===== src/rtl/irq_scheduler_pkg.sv =====
// Shared constants for the interrupt scheduler: FSM state encoding, default sizing,
// and the decoder PCSrc code that an injected IRQ selects.
package irq_scheduler_pkg;

  localparam int DEF_NUM_SRC = 4;
  localparam int DEF_CAUSE_W = 2;

  // Decoder PCSrc selection taken when IRQ is high; kept here so both sides agree.
  localparam logic [2:0] PCSRC_IRQ = 3'b100;

  typedef enum logic [1:0] {
    IRQ_IDLE = 2'd0,
    IRQ_ARM  = 2'd1,
    IRQ_SVC  = 2'd2
  } irq_state_e;

endpackage


===== src/rtl/irq_scheduler_if.sv =====
// Peripheral/CPU-facing bundle of the interrupt scheduler.
// The CPU/peripheral side drives through master; the scheduler consumes through slave.
interface irq_scheduler_if #(
  parameter int NUM_SRC = 4,
  parameter int CAUSE_W = 2
);

  logic [NUM_SRC-1:0] src_req;
  logic               mask_wr;
  logic [NUM_SRC-1:0] mask_wdata;
  logic               clr_wr;
  logic [CAUSE_W-1:0] clr_id;
  logic               id_valid;
  logic               id_stall;
  logic               id_flush;
  logic               kernel_mode;
  logic               IRQ;
  logic [CAUSE_W-1:0] irq_cause;
  logic [NUM_SRC-1:0] irq_pending;
  logic [NUM_SRC-1:0] irq_mask;

  modport master (
    output src_req, mask_wr, mask_wdata, clr_wr, clr_id,
    output id_valid, id_stall, id_flush, kernel_mode,
    input  IRQ, irq_cause, irq_pending, irq_mask
  );

  modport slave (
    input  src_req, mask_wr, mask_wdata, clr_wr, clr_id,
    input  id_valid, id_stall, id_flush, kernel_mode,
    output IRQ, irq_cause, irq_pending, irq_mask
  );

endinterface


===== src/rtl/irq_scheduler_prio_enc.sv =====
// Lowest-index-wins priority encoder; purely combinational, zero latency.
// No flow control: o_any qualifies o_idx, which is 0 when nothing is requested.
module irq_scheduler_prio_enc #(
  parameter int NUM_SRC = 4,
  parameter int CAUSE_W = 2
) (
  input  logic [NUM_SRC-1:0] i_req,
  output logic [CAUSE_W-1:0] o_idx,
  output logic               o_any
);

  always_comb begin
    o_idx = '0;
    o_any = 1'b0;
    // Scan downward so the lowest set index is the last one written.
    for (int i = NUM_SRC - 1; i >= 0; i--) begin
      if (i_req[i]) begin
        o_idx = CAUSE_W'(i);
        o_any = 1'b1;
      end
    end
  end

endmodule


===== src/rtl/irq_scheduler.sv =====
// Interrupt scheduler: pending/mask registers, arbitration, one-cycle IRQ into a clean ID slot.
// IRQ two cycles after a source pends; IRQ_SRC_EDGE_EN selects rising-edge instead of level sampling.
module irq_scheduler
  import irq_scheduler_pkg::*;
#(
  parameter int NUM_SRC = DEF_NUM_SRC,
  parameter int CAUSE_W = DEF_CAUSE_W
) (
  input  logic           clk,
  input  logic           reset,
  irq_scheduler_if.slave bus
);

  irq_state_e         r_state;
  irq_state_e         w_state_nxt;
  logic [NUM_SRC-1:0] r_pending;
  logic [NUM_SRC-1:0] r_mask;
  logic [CAUSE_W-1:0] r_cause;
  logic [NUM_SRC-1:0] w_set;
  logic [NUM_SRC-1:0] w_clr;
  logic [NUM_SRC-1:0] w_eligible;
  logic [CAUSE_W-1:0] w_winner;
  logic               w_any;
  logic               w_irq;

`ifdef IRQ_SRC_EDGE_EN
  logic [NUM_SRC-1:0] r_src_q;

  always_ff @(posedge clk) begin
    if (reset) r_src_q <= '0;
    else       r_src_q <= bus.src_req;
  end

  assign w_set = bus.src_req & ~r_src_q;
`else
  assign w_set = bus.src_req;
`endif

  // Out-of-range clr_id never matches an index below NUM_SRC, so it is ignored.
  always_comb begin
    w_clr = '0;
    for (int i = 0; i < NUM_SRC; i++) begin
      w_clr[i] = bus.clr_wr && (bus.clr_id == CAUSE_W'(i));
    end
  end

  assign w_eligible = r_pending & r_mask;

  irq_scheduler_prio_enc #(
    .NUM_SRC (NUM_SRC),
    .CAUSE_W (CAUSE_W)
  ) u_prio_enc (
    .i_req (w_eligible),
    .o_idx (w_winner),
    .o_any (w_any)
  );

  always_comb begin
    w_state_nxt = r_state;
    w_irq       = 1'b0;
    case (r_state)
      IRQ_IDLE: begin
        if (w_any && !bus.kernel_mode) w_state_nxt = IRQ_ARM;
      end
      IRQ_ARM: begin
        w_irq = bus.id_valid && !bus.id_stall && !bus.id_flush && !bus.kernel_mode && w_any;
        if (w_irq)       w_state_nxt = IRQ_SVC;
        else if (!w_any) w_state_nxt = IRQ_IDLE;
      end
      IRQ_SVC: begin
        // A valid user-mode instruction in ID means the handler has returned.
        if (bus.id_valid && !bus.kernel_mode) w_state_nxt = IRQ_IDLE;
      end
      default: w_state_nxt = IRQ_IDLE;
    endcase
  end

  always_ff @(posedge clk) begin
    if (reset) begin
      r_state   <= IRQ_IDLE;
      r_pending <= '0;
      r_mask    <= '0;
      r_cause   <= '0;
    end else begin
      r_state   <= w_state_nxt;
      r_pending <= (r_pending & ~w_clr) | w_set;
      if (bus.mask_wr) r_mask  <= bus.mask_wdata;
      if (w_irq)       r_cause <= w_winner;
    end
  end

  assign bus.IRQ         = w_irq;
  assign bus.irq_cause   = r_cause;
  assign bus.irq_pending = r_pending;
  assign bus.irq_mask    = r_mask;

endmodule


===== src/flat_wrapper.sv =====
// flat-port wrapper written by rule: the top's interface ports become plain ports
module irq_scheduler_flat import irq_scheduler_pkg::*;
#(
  parameter int NUM_SRC = DEF_NUM_SRC,
  parameter int CAUSE_W = DEF_CAUSE_W
)
  (clk, reset, bus_src_req, bus_mask_wr, bus_mask_wdata, bus_clr_wr, bus_clr_id, bus_id_valid, bus_id_stall, bus_id_flush, bus_kernel_mode, bus_IRQ, bus_irq_cause, bus_irq_pending, bus_irq_mask);
  irq_scheduler_if #(.NUM_SRC(NUM_SRC), .CAUSE_W(CAUSE_W)) bus_i ();
  input  logic clk;
  input  logic reset;
  input wire logic [$bits(bus_i.src_req)-1:0] bus_src_req;
  input wire logic [$bits(bus_i.mask_wr)-1:0] bus_mask_wr;
  input wire logic [$bits(bus_i.mask_wdata)-1:0] bus_mask_wdata;
  input wire logic [$bits(bus_i.clr_wr)-1:0] bus_clr_wr;
  input wire logic [$bits(bus_i.clr_id)-1:0] bus_clr_id;
  input wire logic [$bits(bus_i.id_valid)-1:0] bus_id_valid;
  input wire logic [$bits(bus_i.id_stall)-1:0] bus_id_stall;
  input wire logic [$bits(bus_i.id_flush)-1:0] bus_id_flush;
  input wire logic [$bits(bus_i.kernel_mode)-1:0] bus_kernel_mode;
  output wire logic [$bits(bus_i.IRQ)-1:0] bus_IRQ;
  output wire logic [$bits(bus_i.irq_cause)-1:0] bus_irq_cause;
  output wire logic [$bits(bus_i.irq_pending)-1:0] bus_irq_pending;
  output wire logic [$bits(bus_i.irq_mask)-1:0] bus_irq_mask;
  assign bus_i.src_req = bus_src_req;
  assign bus_i.mask_wr = bus_mask_wr;
  assign bus_i.mask_wdata = bus_mask_wdata;
  assign bus_i.clr_wr = bus_clr_wr;
  assign bus_i.clr_id = bus_clr_id;
  assign bus_i.id_valid = bus_id_valid;
  assign bus_i.id_stall = bus_id_stall;
  assign bus_i.id_flush = bus_id_flush;
  assign bus_i.kernel_mode = bus_kernel_mode;
  assign bus_IRQ = bus_i.IRQ;
  assign bus_irq_cause = bus_i.irq_cause;
  assign bus_irq_pending = bus_i.irq_pending;
  assign bus_irq_mask = bus_i.irq_mask;
  irq_scheduler #(.NUM_SRC(NUM_SRC), .CAUSE_W(CAUSE_W)) u_core (.clk(clk), .reset(reset), .bus(bus_i));
endmodule

===== config.mk =====
export PLATFORM = sky130hd
export DESIGN_NAME = irq_scheduler_flat
export DESIGN_NICKNAME = d
export VERILOG_FILES = /design/src/rtl/irq_scheduler_pkg.sv /design/src/rtl/irq_scheduler_if.sv /design/src/rtl/irq_scheduler_prio_enc.sv /design/src/rtl/irq_scheduler.sv /design/src/flat_wrapper.sv
export SDC_FILE = /design/constraint.sdc
export NUM_CORES = 1
export LEC_CHECK = 0
export CAP_MARGIN = 15
export CORE_MARGIN = 8
export CORE_UTILIZATION = 33
export CTS_CLUSTER_SIZE = 12
export DETAILED_ROUTE_END_ITERATION = 10
export HOLD_SLACK_MARGIN = 0.12
export PLACE_DENSITY_LB_ADDON = 0.3
export RECOVER_POWER = 100
export SYNTH_ARGS = -nofsm -noshare
export SYNTH_HDL_FRONTEND = slang
export SYNTH_SLANG_ARGS = --single-unit

===== constraint.sdc =====
create_clock -name clk -period 1.2 [get_ports clk]
set_input_delay 0.3 -clock clk [delete_from_list [all_inputs] [get_ports clk]]
set_output_delay 0.3 -clock clk [all_outputs]
set_load 0.01 [all_outputs]

==> results of run 1 <==
layout make-up:
| class | count | area (µm²) |
|---|---|---|
| Fill cell | 143 | 538 |
| Tap cell | 16 | 20.0 |
| Clock buffer | 4 | 36.3 |
| Inverter | 1 | 3.75 |
| Timing Repair Buffer | 47 | 372 |
| Multi-Input combinational cell | 40 | 287 |
| Sequential cell | 12 | 250 |
path summary, 6_finish.rpt:
| path | start | endpoint | slack (ns) | cells past startpoint |
|---|---|---|---|---|
| worst min register to register | u_core.bus.irq_cause[1] | u_core.bus.irq_cause[1] | 0.48 | 2 |
| worst max-delay path | u_core.bus.irq_mask[1] | bus_IRQ | -0.31 | 4 |
| worst min-delay path | u_core.bus.irq_cause[1] | u_core.bus.irq_cause[1] | 0.48 | 2 |
| worst max register to register | u_core.bus.irq_mask[1] | u_core.bus.irq_cause[0] | 0.06 | 5 |
sequential cells by signal, indices dropped and copies added, names as in the netlist:
register	flops
u_core.bus.irq_mask	4
u_core.bus.irq_pending	4
u_core.bus.irq_cause	2
u_core.r_state	2
synth_stat cells, drive strengths merged:
cell	instances
nand2	1
nand2b	3
a32o	1
nor2	9
and3b	1
and2	1
nand4	1
a21oi	7
clkbuf	2
dfxtp	12
or3b	1
a22oi	2
mux2i	4
o21ai	2
nand3	2
nand3b	2
nor4	1
inv	1
a32oi	1
nor3b	1
timing repair:
item / 4_1_cts / 5_1_grt
endpoints found under the setup margin: 14 / 4
resized for setup: 49 / 4
buffers inserted: 2 / 0
endpoints found under the hold margin: 0 / 0
cloned: 0 / 0
hold buffers: 0 / 0
pin swaps: 2 / 2
cell families after synthesis:
logic type             after synthesis
AOI/OAI and AO/OA                   13
muxes                                4
buffers and inverters                3
DFF                                 12
and+or+nand+nor                     23
critical path, stage by stage, from the launching register on:
cell     delay, ns
dfxtp_2       0.33
a22oi_1       0.23
a21oi_2       0.10
and2_4        0.17
buf_6         0.11
power by group:
| part | total (W) | internal [W] | leakage, nW | switching [W] |
|---|---|---|---|---|
| clock | 0.000327 | 0.000184 | 0.0210 | 0.000143 |
| sequential | 0.000432 | 0.000420 | 0.101 | 0.0000118 |
| combinational | 0.000204 | 0.000124 | 0.307 | 0.0000805 |
| total | 0.000963 | 0.000728 | 0.429 | 0.000235 |
metrics by stage:
stage	power [W]	hold slack [ns]
2_1_floorplan	0.000506	0.417
3_3_place_gp	0.000657	0.463
3_5_place_dp	0.000662	0.473
4_1_cts	0.000970	0.480
5_1_grt	0.00101	0.502
6_report	0.000963	0.479
routing by layer:
| layer | vias to the layer above | track usage [%] |
|---|---|---|
| met1 | 271 | 12.5 |
| met5 | - | 0 |
| li1 | 297 | - |
| met4 | 0 | 8.25 |
| met2 | 19 | 17.6 |
| met3 | 5 | 3.65 |
==> impl_metrics.csv, run 1 <==
group,metric,value,unit
synthesis,synth_nets,73,
routing,route.met3.wl,108,µm
worst_setup_path,worstPathMaxFanout,2,
layout,layout.cells.most_common_list,"buf_4, clkdlybuf4s50_1, nor2_1, dfxtp_2, buf_2",
timing,report.final.setup_viol,1,
synthesis,yosysWarningCount,0,
worst_setup_path,worst_setup_path_start_kind,"register",
clock_network,worstSkewPairLatency,0.27,ns
floorplanning,die-height,56.1,µm
synthesis,synthesis.instances,55,
worst_setup_path,crit_path_end_kind,"primary output",
run,max_cap_viol_count,0,
power,power.leakage,0.429,nW
synthesis,ys_seq_elements,12,
clock_network,cts_root_buffer,"clkbuf_4",
layout,final_design_area_no_fill,968,µm²
place,placed_cells_incl_taps,115,
layout,finalNetCount,123,
clock_network,cts_buffer_depth,2,
power,powerDensity,995,nW/µm²
timing,count_of_pins_over_their_slew_limit,0,
place,port-buffer-count,28,
routing,route.met2.wl,788,µm
floorplanning,die-area,3150,µm²
timing,period_minus_slack,1.51,ns
layout,fin_util,64.3,%
synthesis,synthAdderAreaFrac,0,%
synthesis,netlist.top_cell.by_area,"dfxtp_1",
worst_setup_path,worst_ep_required_time,0.90,ns
clock_network,clk_pin_slew_worst_paths,0.08,ns
timing,max_slew.worst_pin.slew,0.239,ns
floorplanning,die-width,56.1,µm
clock_network,clock_sinks,12,
routing,route.final.wire_length,1.63,mm
synthesis,netlist-cell-type-count,22,
synthesis,synth.avg_cell_area,9.65,µm²
worst_setup_path,timing.setup.critical_path_class,"register to primary output",
timing,max_slew_margin,84.0,%
global_route,grt_pass1_wl,2.86,mm
routing,drt.antenna.violating_nets,0,
timing,fin_crit_sh,126,%
run_status,outcome,"finished, violations left",
routing,avgViaCountPerCell,4.93,
layout,layoutNonFillerInstCount,120,
layout,final_common_cell,"buf_4",
synthesis,synth_top_family_by_area,"simple AND/OR/NAND/NOR gates",
timing,max_freq,661,MHz
layout,antennaDiodeCount,0,
synthesis,synth.yosys.seq_area_share,45.3,%
routing,number_of_vias_in_the_routed_layout,592,
floorplanning,floorplan.io_pins,29,
timing,setup_repair_after_global_routing_missed_its_margin,"true",
synthesis,synth-simple-area-share,27.1,%
power,power.ir.vdd_worst,0.000743,V
synthesis,multiplexer_area_fraction_after_synthesis,7.55,%
routing,top_routing_layer_in_use,"met4",
hold_path,min_path_type,"register to register",
global_route,grtUsageTotal,11.3,%
synthesis,post-synth-top-area-fraction,45.3,%
global_route,globalRouteOverflowTotal,0,
clock_network,htree_levels,1,
global_route,grt_pass1_vias,608,
floorplanning,std_cell_rows,14,
clock_network,cts_inserted_buffers,3,
synthesis,syn_area,531,µm²
routing,routedLengthMet1,682,µm
routing,drc_errors,0,
global_route,antenna_found_initial,0,
synthesis,synth.top_cells.by_area,"dfxtp_1, mux2i_1, nor2_1",
layout,layout-drive-gt1-share,45.2,%
place,minimum_setup_slack_after_placement,-0.905,ns
place,finalWeightedCongestion,0.696,
floorplanning,start_util,35.2,%
clock_network,tritoncts,"built",
routing,initialDrtViolationCount,9,
timing,timing.clock.skew,0.00139,ns
routing,routed_wire_length_per_instance,13.6,µm
worst_setup_path,worst_ep_arrival_time,1.21,ns
synthesis,post_synth_xor_area_fraction,0,%
layout,area_growth,82.5,%
timing,timing_hold_violations_final,0,
global_route,pin_count_of_the_biggest_net_entering_global_routing,8,
timing,setup_slack,-0.312,ns
synthesis,synth_compound_area_share,17.9,%
routing,dr.pass1.iters,4,
timing,fin_setup_tns,-0.312,ns
place,placement.cell_area,963,µm²
place,dp_hpwl,1.29,mm
run_status,violations,"setup timing",
floorplanning,placeableCoreArea,1510,µm²
Note: power is estimated with default switching activity, not from simulation.
==> run 2, diff against run 1 <==
==> constraint.sdc (replaced) <==
create_clock -name clk -period 1.2 [get_ports clk]
set_input_delay 0.18 -clock clk [delete_from_list [all_inputs] [get_ports clk]]
set_output_delay 0.18 -clock clk [all_outputs]
set_load 0.01 [all_outputs]
==> run 2 against run 1 <==
  * The flow still finishes with violations (setup timing)
  * Fmax increased by 12%
  * Via count increased by 0.68%
  * Final cell count unchanged
  * Critical path type is now input pin to primary output
  * Highest routed layer unchanged
==> impl_metrics.csv, run 2 (same netlist as run 1, synthesis figures left out) <==
group,metric,value,unit
run_status,outcome,"finished, violations left",
run_status,violations,"setup timing",
clock_network,htree_levels,1,
floorplanning,die-area,3150,µm²
worst_setup_path,crit_path_end_kind,"primary output",
global_route,grt_pass1_vias,690,
timing,fin_setup_tns,-0.144,ns
global_route,grt.met3_usage,4.57,%
clock_network,clock_sinks,12,
global_route,antenna_found_initial,0,
clock_network,post_cts_hold_buffer_count,0,
layout,layoutNonFillerInstCount,120,
timing,max_freq,744,MHz
worst_setup_path,critical_path.cell_chain,"dlygate4sd2_1, nand2b_4, nor4_4, and2_4, buf_6",
timing,report.final.setup_viol,1,
routing,drt.antenna.violating_nets,0,
place,port-buffer-count,28,
place,placed_cells_incl_taps,115,
power,powerDensity,889,nW/µm²
floorplanning,floorplan.io_pins,29,
global_route,pin_count_of_the_biggest_net_entering_global_routing,8,
global_route,grt_pass1_wl,3.04,mm
place,dp_hpwl,1.36,mm
global_route,grtUsageTotal,12.0,%
timing,timing.clock.skew,0.00176,ns
layout,finalNetCount,124,
routing,routed_wire_length_per_instance,14.4,µm
timing,count_of_pins_over_their_slew_limit,0,
floorplanning,start_util,35.2,%
layout,layout.cells.most_common_list,"buf_4, clkdlybuf4s50_1, nor2_1, dfxtp_1, a21oi_1",
worst_setup_path,worstPathMaxFanout,2,
worst_setup_path,timing.reg2reg.setup_slack,0.11,ns
clock_network,worstSkewPairLatency,0.26,ns
routing,dr.pass1.iters,4,
run,max_cap_viol_count,0,
routing,number_of_vias_in_the_routed_layout,596,
global_route,gr-usage-met1,11.5,%
power,power.ir.vdd_worst,0.000444,V
global_route,globalRouteOverflowTotal,0,
global_route,grtUsageMet2,19.8,%
layout,layout-drive-gt1-share,37.5,%
worst_setup_path,timing.setup.critical_path_class,"input pin to primary output",
clock_network,tritoncts,"built",
floorplanning,placeableCoreArea,1510,µm²
timing,max_slew_margin,84.1,%
layout,final_common_cell,"buf_4",
routing,route.final.wire_length,1.73,mm
power,power.leakage,0.433,nW
global_route,top_usage_layer,"met2",
layout,antennaDiodeCount,0,
timing,period_minus_slack,1.34,ns
layout,area_growth,86.3,%
layout,fin_util,65.6,%
timing,fin_crit_sh,112,%
clock_network,cts_buffer_depth,2,
worst_setup_path,crit_slowest_cell,"nor4_4",
floorplanning,die-height,56.1,µm
timing,timing_hold_violations_final,0,
worst_setup_path,worst_setup_path_start_kind,"input pin",
clock_network,clk_pin_slew_worst_paths,0.07,ns
routing,initialDrtViolationCount,2,
routing,avgViaCountPerCell,4.97,
worst_setup_path,worst_ep_arrival_time,1.16,ns
worst_setup_path,worst_ep_required_time,1.02,ns
worst_setup_path,critical_path.max_stage_delay,0.29,ns
clock_network,cts_inserted_buffers,3,
clock_network,cts_root_buffer,"clkbuf_4",
hold_path,min_path_type,"input pin to register",
place,finalWeightedCongestion,0.717,
routing,drc_errors,0,
timing,holdWs,0.448,ns
floorplanning,std_cell_rows,14,
timing,max_slew.worst_pin.slew,0.238,ns
floorplanning,die-width,56.1,µm
timing,setup_slack,-0.144,ns
timing,setup_repair_after_global_routing_missed_its_margin,"true",
-- run 2: through the flow --
stage	area, µm²	worst slack (ns)	total power, W
finish	988	-0.144	0.000879
CTS	996	-0.160	0.000891
global placement	958	-0.646	0.000656
detailed placement	958	-0.681	0.000661
floorplan	531	0.104	0.000504
global route	988	-0.191	0.000944
-- run 2: final cells by class --
cell class / instances / area, µm²
Inverter: 1 / 3.75
Multi-Input combinational cell: 40 / 292
Sequential cell: 12 / 246
Fill cell: 128 / 518
Tap cell: 16 / 20.0
Timing Repair Buffer: 48 / 404
Clock buffer: 3 / 22.5
-- run 2: report_power, final --
| part | total (W) | internal [W] | switching [W] |
|---|---|---|---|
| logic | 0.000208 | 0.000127 | 0.0000806 |
| clock network | 0.000238 | 0.000116 | 0.000122 |
| registers | 0.000433 | 0.000419 | 0.0000136 |
-- run 2: final timing paths --
check,startpoint,end,cells after the start
setup / recovery,bus_kernel_mode,bus_IRQ,5
hold / removal,bus_kernel_mode,u_core.r_state[0],3
setup reg to reg,u_core.bus.irq_mask[3],u_core.bus.irq_cause[1],5
hold reg to reg,u_core.bus.irq_cause[0],u_core.bus.irq_cause[0],2
-- run 2: repair_timing --
item                                    in CTS  in global routing
setup buffers                                3                  0
endpoints found under the setup margin      11                 11
pin swaps                                    2                  3
gates resized for setup                     19                 17
-- run 2: critical path, delay by kind of cell --
kind / cells / cell delay (ns)
simple gates: 3 / 0.63
buf+inv: 2 / 0.35
-- run 2: metal layers --
metal | vias to the layer above | routed length, µm
met5 | - | 0
met4 | 0 | 46
met3 | 4 | 107
met2 | 21 | 904
met1 | 273 | 665
li1 | 298 | -
==> run 3, diff against run 2 <==
--- a/config.mk
+++ b/config.mk
@@ -6,9 +6,8 @@
 export NUM_CORES = 1
 export LEC_CHECK = 0
 export CAP_MARGIN = 15
-export CORE_MARGIN = 8
+export CORE_MARGIN = 2
 export CORE_UTILIZATION = 33
-export CTS_CLUSTER_SIZE = 12
 export DETAILED_ROUTE_END_ITERATION = 10
 export HOLD_SLACK_MARGIN = 0.12
 export PLACE_DENSITY_LB_ADDON = 0.3
==> run 3 against run 2 <==
  * The flow still finishes with violations (setup timing)
  * First-iteration DRC count is 50% lower
  * Critical path depth is 1 lower
  * Count of clock-buffer cells in the layout stayed put
  * Largest power group unchanged
==> impl_metrics.csv, run 3 (same netlist as run 1, synthesis figures left out) <==
group,metric,value,unit
run_status,outcome,"finished, violations left",
run_status,violations,"setup timing",
global_route,grt_pass1_vias,539,
layout,area_growth,83.0,%
worst_setup_path,timing.setup.critical_path_class,"register to primary output",
timing,count_of_pins_over_their_slew_limit,0,
timing,holdWs,0.432,ns
routing,drc_errors,0,
floorplanning,die-height,44.1,µm
global_route,grtUsageTotal,16.1,%
global_route,globalRouteOverflowTotal,0,
clock_network,cts_buffer_depth,2,
timing,max_slew.worst_pin.slew,0.241,ns
clock_network,clk_pin_slew_worst_paths,0.07,ns
power,power.combinational.fraction,22.8,%
timing,period_minus_slack,1.38,ns
timing,setup_repair_after_global_routing_missed_its_margin,"true",
power,seq_power_share,49.2,%
layout,layout.cells.most_common_list,"clkdlybuf4s50_1, buf_4, nor2_1",
power,p_sw,0.000220,W
worst_setup_path,worst_ep_arrival_time,1.20,ns
clock_network,tritoncts,"built",
worst_setup_path,timing.reg2reg.setup_slack,0.07,ns
global_route,pin_count_of_the_biggest_net_entering_global_routing,8,
floorplanning,floorplan.io_pins,29,
hold_path,min_path_type,"input pin to register",
routing,route.final.wire_length,1.36,mm
layout,finalNetCount,122,
place,placed_cells_incl_taps,114,
clock_network,cts_root_buffer,"clkbuf_4",
routing,routed_wire_length_per_instance,11.5,µm
hold_path,worst_hold_path.num_cells,3,
floorplanning,start_util,35.2,%
power,power.leakage,0.423,nW
global_route,antenna_found_initial,0,
routing,drt.antenna.violating_nets,0,
routing,avgViaCountPerCell,4.90,
floorplanning,std_cell_rows,14,
power,power_report.internal_total,0.000657,W
clock_network,htree_levels,1,
power,clockPowerShare,28.1,%
power,netSwitchingFraction,25.1,%
power,finalPower,0.000878,W
routing,initialDrtViolationCount,1,
worst_setup_path,crit_path_end_kind,"primary output",
place,dp_hpwl,1.13,mm
layout,antennaDiodeCount,0,
routing,dr.pass1.iters,4,
place,finalWeightedCongestion,0.688,
place,minimum_setup_slack_after_placement,-0.660,ns
timing,report.final.setup_viol,1,
power,powerDensity,904,nW/µm²
timing,timing.clock.skew,0.000551,ns
timing,max_slew_margin,83.9,%
run,max_cap_viol_count,0,
timing,setup_slack,-0.177,ns
place,port-buffer-count,28,
layout,layoutNonFillerInstCount,118,
worst_setup_path,worst_setup_path_start_kind,"register",
floorplanning,placeableCoreArea,1510,µm²
worst_setup_path,reg2regPathDepth,5,
timing,fin_crit_sh,115,%
timing,max_freq,726,MHz
floorplanning,die-width,44.1,µm
layout,layout-drive-gt1-share,34.3,%
clock_network,cts_inserted_buffers,3,
worst_setup_path,worst_ep_required_time,1.02,ns
global_route,grt_pass1_wl,2.20,mm
clock_network,worstSkewPairLatency,0.27,ns
worst_setup_path,worstPathMaxFanout,2,
clock_network,clock_sinks,12,
timing,timing_hold_violations_final,0,
routing,number_of_vias_in_the_routed_layout,578,
floorplanning,die-area,1940,µm²
power,power.ir.vdd_worst,0.000479,V
## run 3: cell types whose count changed in the layout (fill, tap and decap cells not counted)
| cell | change |
|---|---|
| clkbuf_2 | +3 |
| clkbuf_1 | -1 |
| buf_4 | -6 |
| a21oi_1 | +1 |
| a21oi_2 | -1 |
| clkdlybuf4s15_1 | +2 |
## run 3: path summary, 6_finish.rpt
path | startpoint | endpoint
setup / recovery | u_core.bus.irq_mask[3] | bus_IRQ
hold / removal | bus_kernel_mode | u_core.r_state[0]
setup reg to reg | u_core.bus.irq_mask[3] | u_core.bus.irq_cause[0]
hold reg to reg | u_core.bus.irq_cause[1] | u_core.bus.irq_cause[1]
## run 3: final cells by class
| cell class | instances | area [µm²] |
|---|---|---|
| Multi-Input combinational cell | 40 | 288 |
| Inverter | 1 | 3.75 |
| Sequential cell | 12 | 246 |
| Fill cell | 151 | 536 |
| Timing Repair Buffer | 46 | 390 |
| Clock buffer | 3 | 22.5 |
| Tap cell | 16 | 20.0 |
## run 3: routing by layer
metal | vias up | track usage, % | wire, µm
li1 | 299 | - | -
met1 | 255 | 17.8 | 547
met2 | 22 | 27.1 | 692
met3 | 2 | 4.08 | 103
met4 | 0 | 10.9 | 19
met5 | - | 0 | 0
## run 3: worst max-delay path, cell delays in order (launching register included)
cell	delay [ns]
dfxtp_1	0.33
a22oi_2	0.21
a21oi_1	0.11
and2_4	0.17
buf_6	0.11
## run 3: power by group through the flow
stage / Clock, W / Combinational [W] / Sequential, W
2_1_floorplan: 0 / 0.0000525 / 0.000451
5_1_grt: 0.000270 / 0.000218 / 0.000435
3_5_place_dp: 0 / 0.000218 / 0.000438
3_3_place_gp: 0 / 0.000214 / 0.000437
4_1_cts: 0.000253 / 0.000211 / 0.000432
6_report: 0.000246 / 0.000200 / 0.000432
## run 3: repair_timing
action / 4_1_cts / 5_1_grt
hold buffers: 0 / 0
buffers inserted: 1 / 0
gates resized for setup: 24 / 12
endpoints found under the setup margin: 11 / 8
pin swaps: 2 / 4
## run 3: through the flow
stage                     area (µm²)  TNS (ns)  util (%)
after global placement           951     -1.51      63.1
after floorplan                  531         0         -
after global routing             971    -0.307      64.5
after CTS                        986    -0.250      65.4
final                            971    -0.177      64.5
after detailed placement         951     -1.65      63.1
==> patch: new RTL, flow settings as in run 1 <==
`DEF_CAUSE_W`: 2 -> 4.
--- a/src/rtl/irq_scheduler_pkg.sv
+++ b/src/rtl/irq_scheduler_pkg.sv
@@ -3,7 +3,7 @@
 package irq_scheduler_pkg;
 
   localparam int DEF_NUM_SRC = 4;
-  localparam int DEF_CAUSE_W = 2;
+  localparam int DEF_CAUSE_W = 4;
 
   // Decoder PCSrc selection taken when IRQ is high; kept here so both sides agree.
   localparam logic [2:0] PCSRC_IRQ = 3'b100;
Ports: changed (resized bus_clr_id and bus_irq_cause); port bits go from 29 to 33. The function was not compared with the original's and may differ.
==> patch against run 1 <==
The flow still finishes with violations (negative setup slack); global-route usage decreased by 1.1 points; first-iteration DRC count shrank 67%; non-clock buffer count unchanged; largest power group unchanged; worst setup slack improved by 61 ps; design area is 3.7% higher; sequential cell count did not move; synthesized area rose by 7.1%; final cell count increased by 5.0%; count of clock-buffer cells in the layout down 1; synthesized cell count is 13% higher; highest routed layer unchanged; sequential power is essentially flat; total power decreased by 8.0%; routed wire length decreased by 1.7%.
==> patch: results (changes against run 1) <==
Parameter                              Value

Logic synthesis
  Share of synthesized flip-flops with an asynchronous set or reset ... 0% (unchanged)
  Top cells by area, synth ... dfxtp_1, mux2i_1, nor2_1, a21oi_1, nor4b_4
  Yosys warns ... 0 (unchanged)
  Fraction of the yosys area taken by sequential cells ... 42.29% (-3.0 points)
  Distinct cells, synth ... 26 (+18%)
  Mean instance size in the synthesized netlist ... 9.162 um^2 (-5.0%)
  List of most frequent post-synthesis cells ... dfxtp_1, nor2_1, a21oi_1, mux2i_1, nand2_1

Placed design
  Number of placed instances, taps included ... 123 (+7.0%)
  Worst-case setup slack after placement ... -994.1 ps (-89.11 ps)
  Post-detail-place hpwl ... 1354 um (+4.9%)
  RD Place Congestion ... 0.6879 (-1.1%)
  IO buf count ... 30 (+7.1%)

Status
  Failing checks ... negative setup slack
  Result of the run ... finished, violations left

Layout
  Post-Layout Cell Count ... 126 (+5.0%)
  Antenna cells ... 0 (unchanged)
  Proportion of layout cells with a drive suffix above 1 ... 38.53% (-6.7 points)
  Number of nets at the end of the flow ... 131 (+6.5%)

GRT
  Global route overflow ... 0 (unchanged)
  All-Layer GR Usage ... 10.18% (-1.1 points)
  Met3 Resource Use GR ... 6.278% (+2.6 points)
  First-pass GRT wire length ... 2635 um (-7.7%)
  Number of antenna violations at the first check in global routing ... 0 (unchanged)
  GRT met2 Usage ... 17.85% (+0.25 points)
  Number of global-route vias before repair ... 665 (+9.4%)
  Met1 global-route usage ... 9.172% (-3.3 points)
  Largest net degree at the start of global routing ... 7 (-1)

Drt
  Sum of routed wire segments on met1 ... 631 um (-7.5%)
  Met2 wire length ... 786 um (-0.25%)
  Routed wire length per instance ... 12.74 um (-6.3%)
  Highest metal used ... met4
  First-pass iteration count of the detailed router ... 4 (unchanged)
  Iteration-0 DRC Markers ... 3 (-6)
  Met3 layer wire length in the routed design ... 167 um (+55%)
  Via count of the routed design ... 612 (+3.4%)

CTS
  Number of buffers created by CTS ... 3 (unchanged)
  Buffers from clock root to sink, at most ... 2 (unchanged)
  CTS root buffer ... clkbuf_4
  Clk_lat worst skew ... 270 ps (about the same)
  CTS clock-pin slew for the worst setup and hold paths ... around 70 ps
  Total number of H-tree levels ... 1 (unchanged)

Timing
  Number of endpoints failing setup at the final stage ... 1 (unchanged)
  Total negative slack ... -251.5 ps (+60.64 ps)
  Min setup slack post-route ... -251.5 ps (+60.64 ps)
  Clock Skews ... 0.7481 ps (-0.6420 ps)

Critical path
  Worst-path fanout max ... 2 (unchanged)
  Data arrival at the endpoint of the critical path ... 1150 ps (-60 ps)

Worst hold path
  Path class of the lowest-slack min-delay path ... primary input to flip-flop

Power and ir drop
  Max rail drop VDD ... 0.8139 mV (+9.6%)
  Standby leakage power ... 0.4618 nW (+7.6%)
patch: path summary, 6_finish.rpt:
| kind | slack (ps) | endpoint | cells after the start | from |
|---|---|---|---|---|
| worst min-delay path | 470 | u_core.bus.irq_cause[1] | 5 | bus_id_flush |
| worst max-delay path | -250 | bus_IRQ | 5 | bus_id_stall |
| worst min register to register | 480 | u_core.bus.irq_cause[0] | 2 | u_core.bus.irq_cause[0] |
| worst max register to register | 20 | u_core.bus.irq_cause[1] | 5 | u_core.bus.irq_pending[3] |
patch: per-stage QoR:
stage               util, %  area (um^2)
floorplan                 -        571.8
global route          60.15         1005
CTS                   60.30         1007
detailed placement    59.78        998.5
finish                60.15         1005
global placement      59.78        998.5
patch: report_power, final:
part           total (W)  internal, W  switching [W]
clock network   0.000244     0.000116       0.000128
logic           0.000211     0.000127      0.0000843
registers       0.000431     0.000419      0.0000112
total           0.000886     0.000663       0.000223
patch: logic make-up (layout without fill, tap and decap cells):
family / count (synthesis) / in the layout / synth area share [%]
compound gates: 9 / 9 / 10.35
simple gates: 29 / 29 / 31.28
flops: 12 / 12 / 42.29
other cells: 1 / 2 / 0.6602
mux: 6 / 6 / 10.79
buf+inv: 5 / 51 / 4.625
patch: critical path: stages:
cell             delay, ps
clkdlybuf4s15_2        200
nor4b_4                330
nand3b_4               120
nor2_4                 100
buf_6                  100
patch: final cells by class:
cell class                      count  area [um^2]
Timing Repair Buffer               47        379.1
Inverter                            1        3.754
Tap cell                           17        21.27
Sequential cell                    12        246.5
Fill cell                         155        665.6
Clock buffer                        3        22.52
Multi-Input combinational cell     46        331.6
patch: what timing repair did:
item | in CTS | in global routing
buffers inserted | 1 | 0
hold buffers | 0 | 0
endpoints found under the setup margin | 14 | 5
gates resized for setup | 58 | 2
pin swaps | 4 | 1
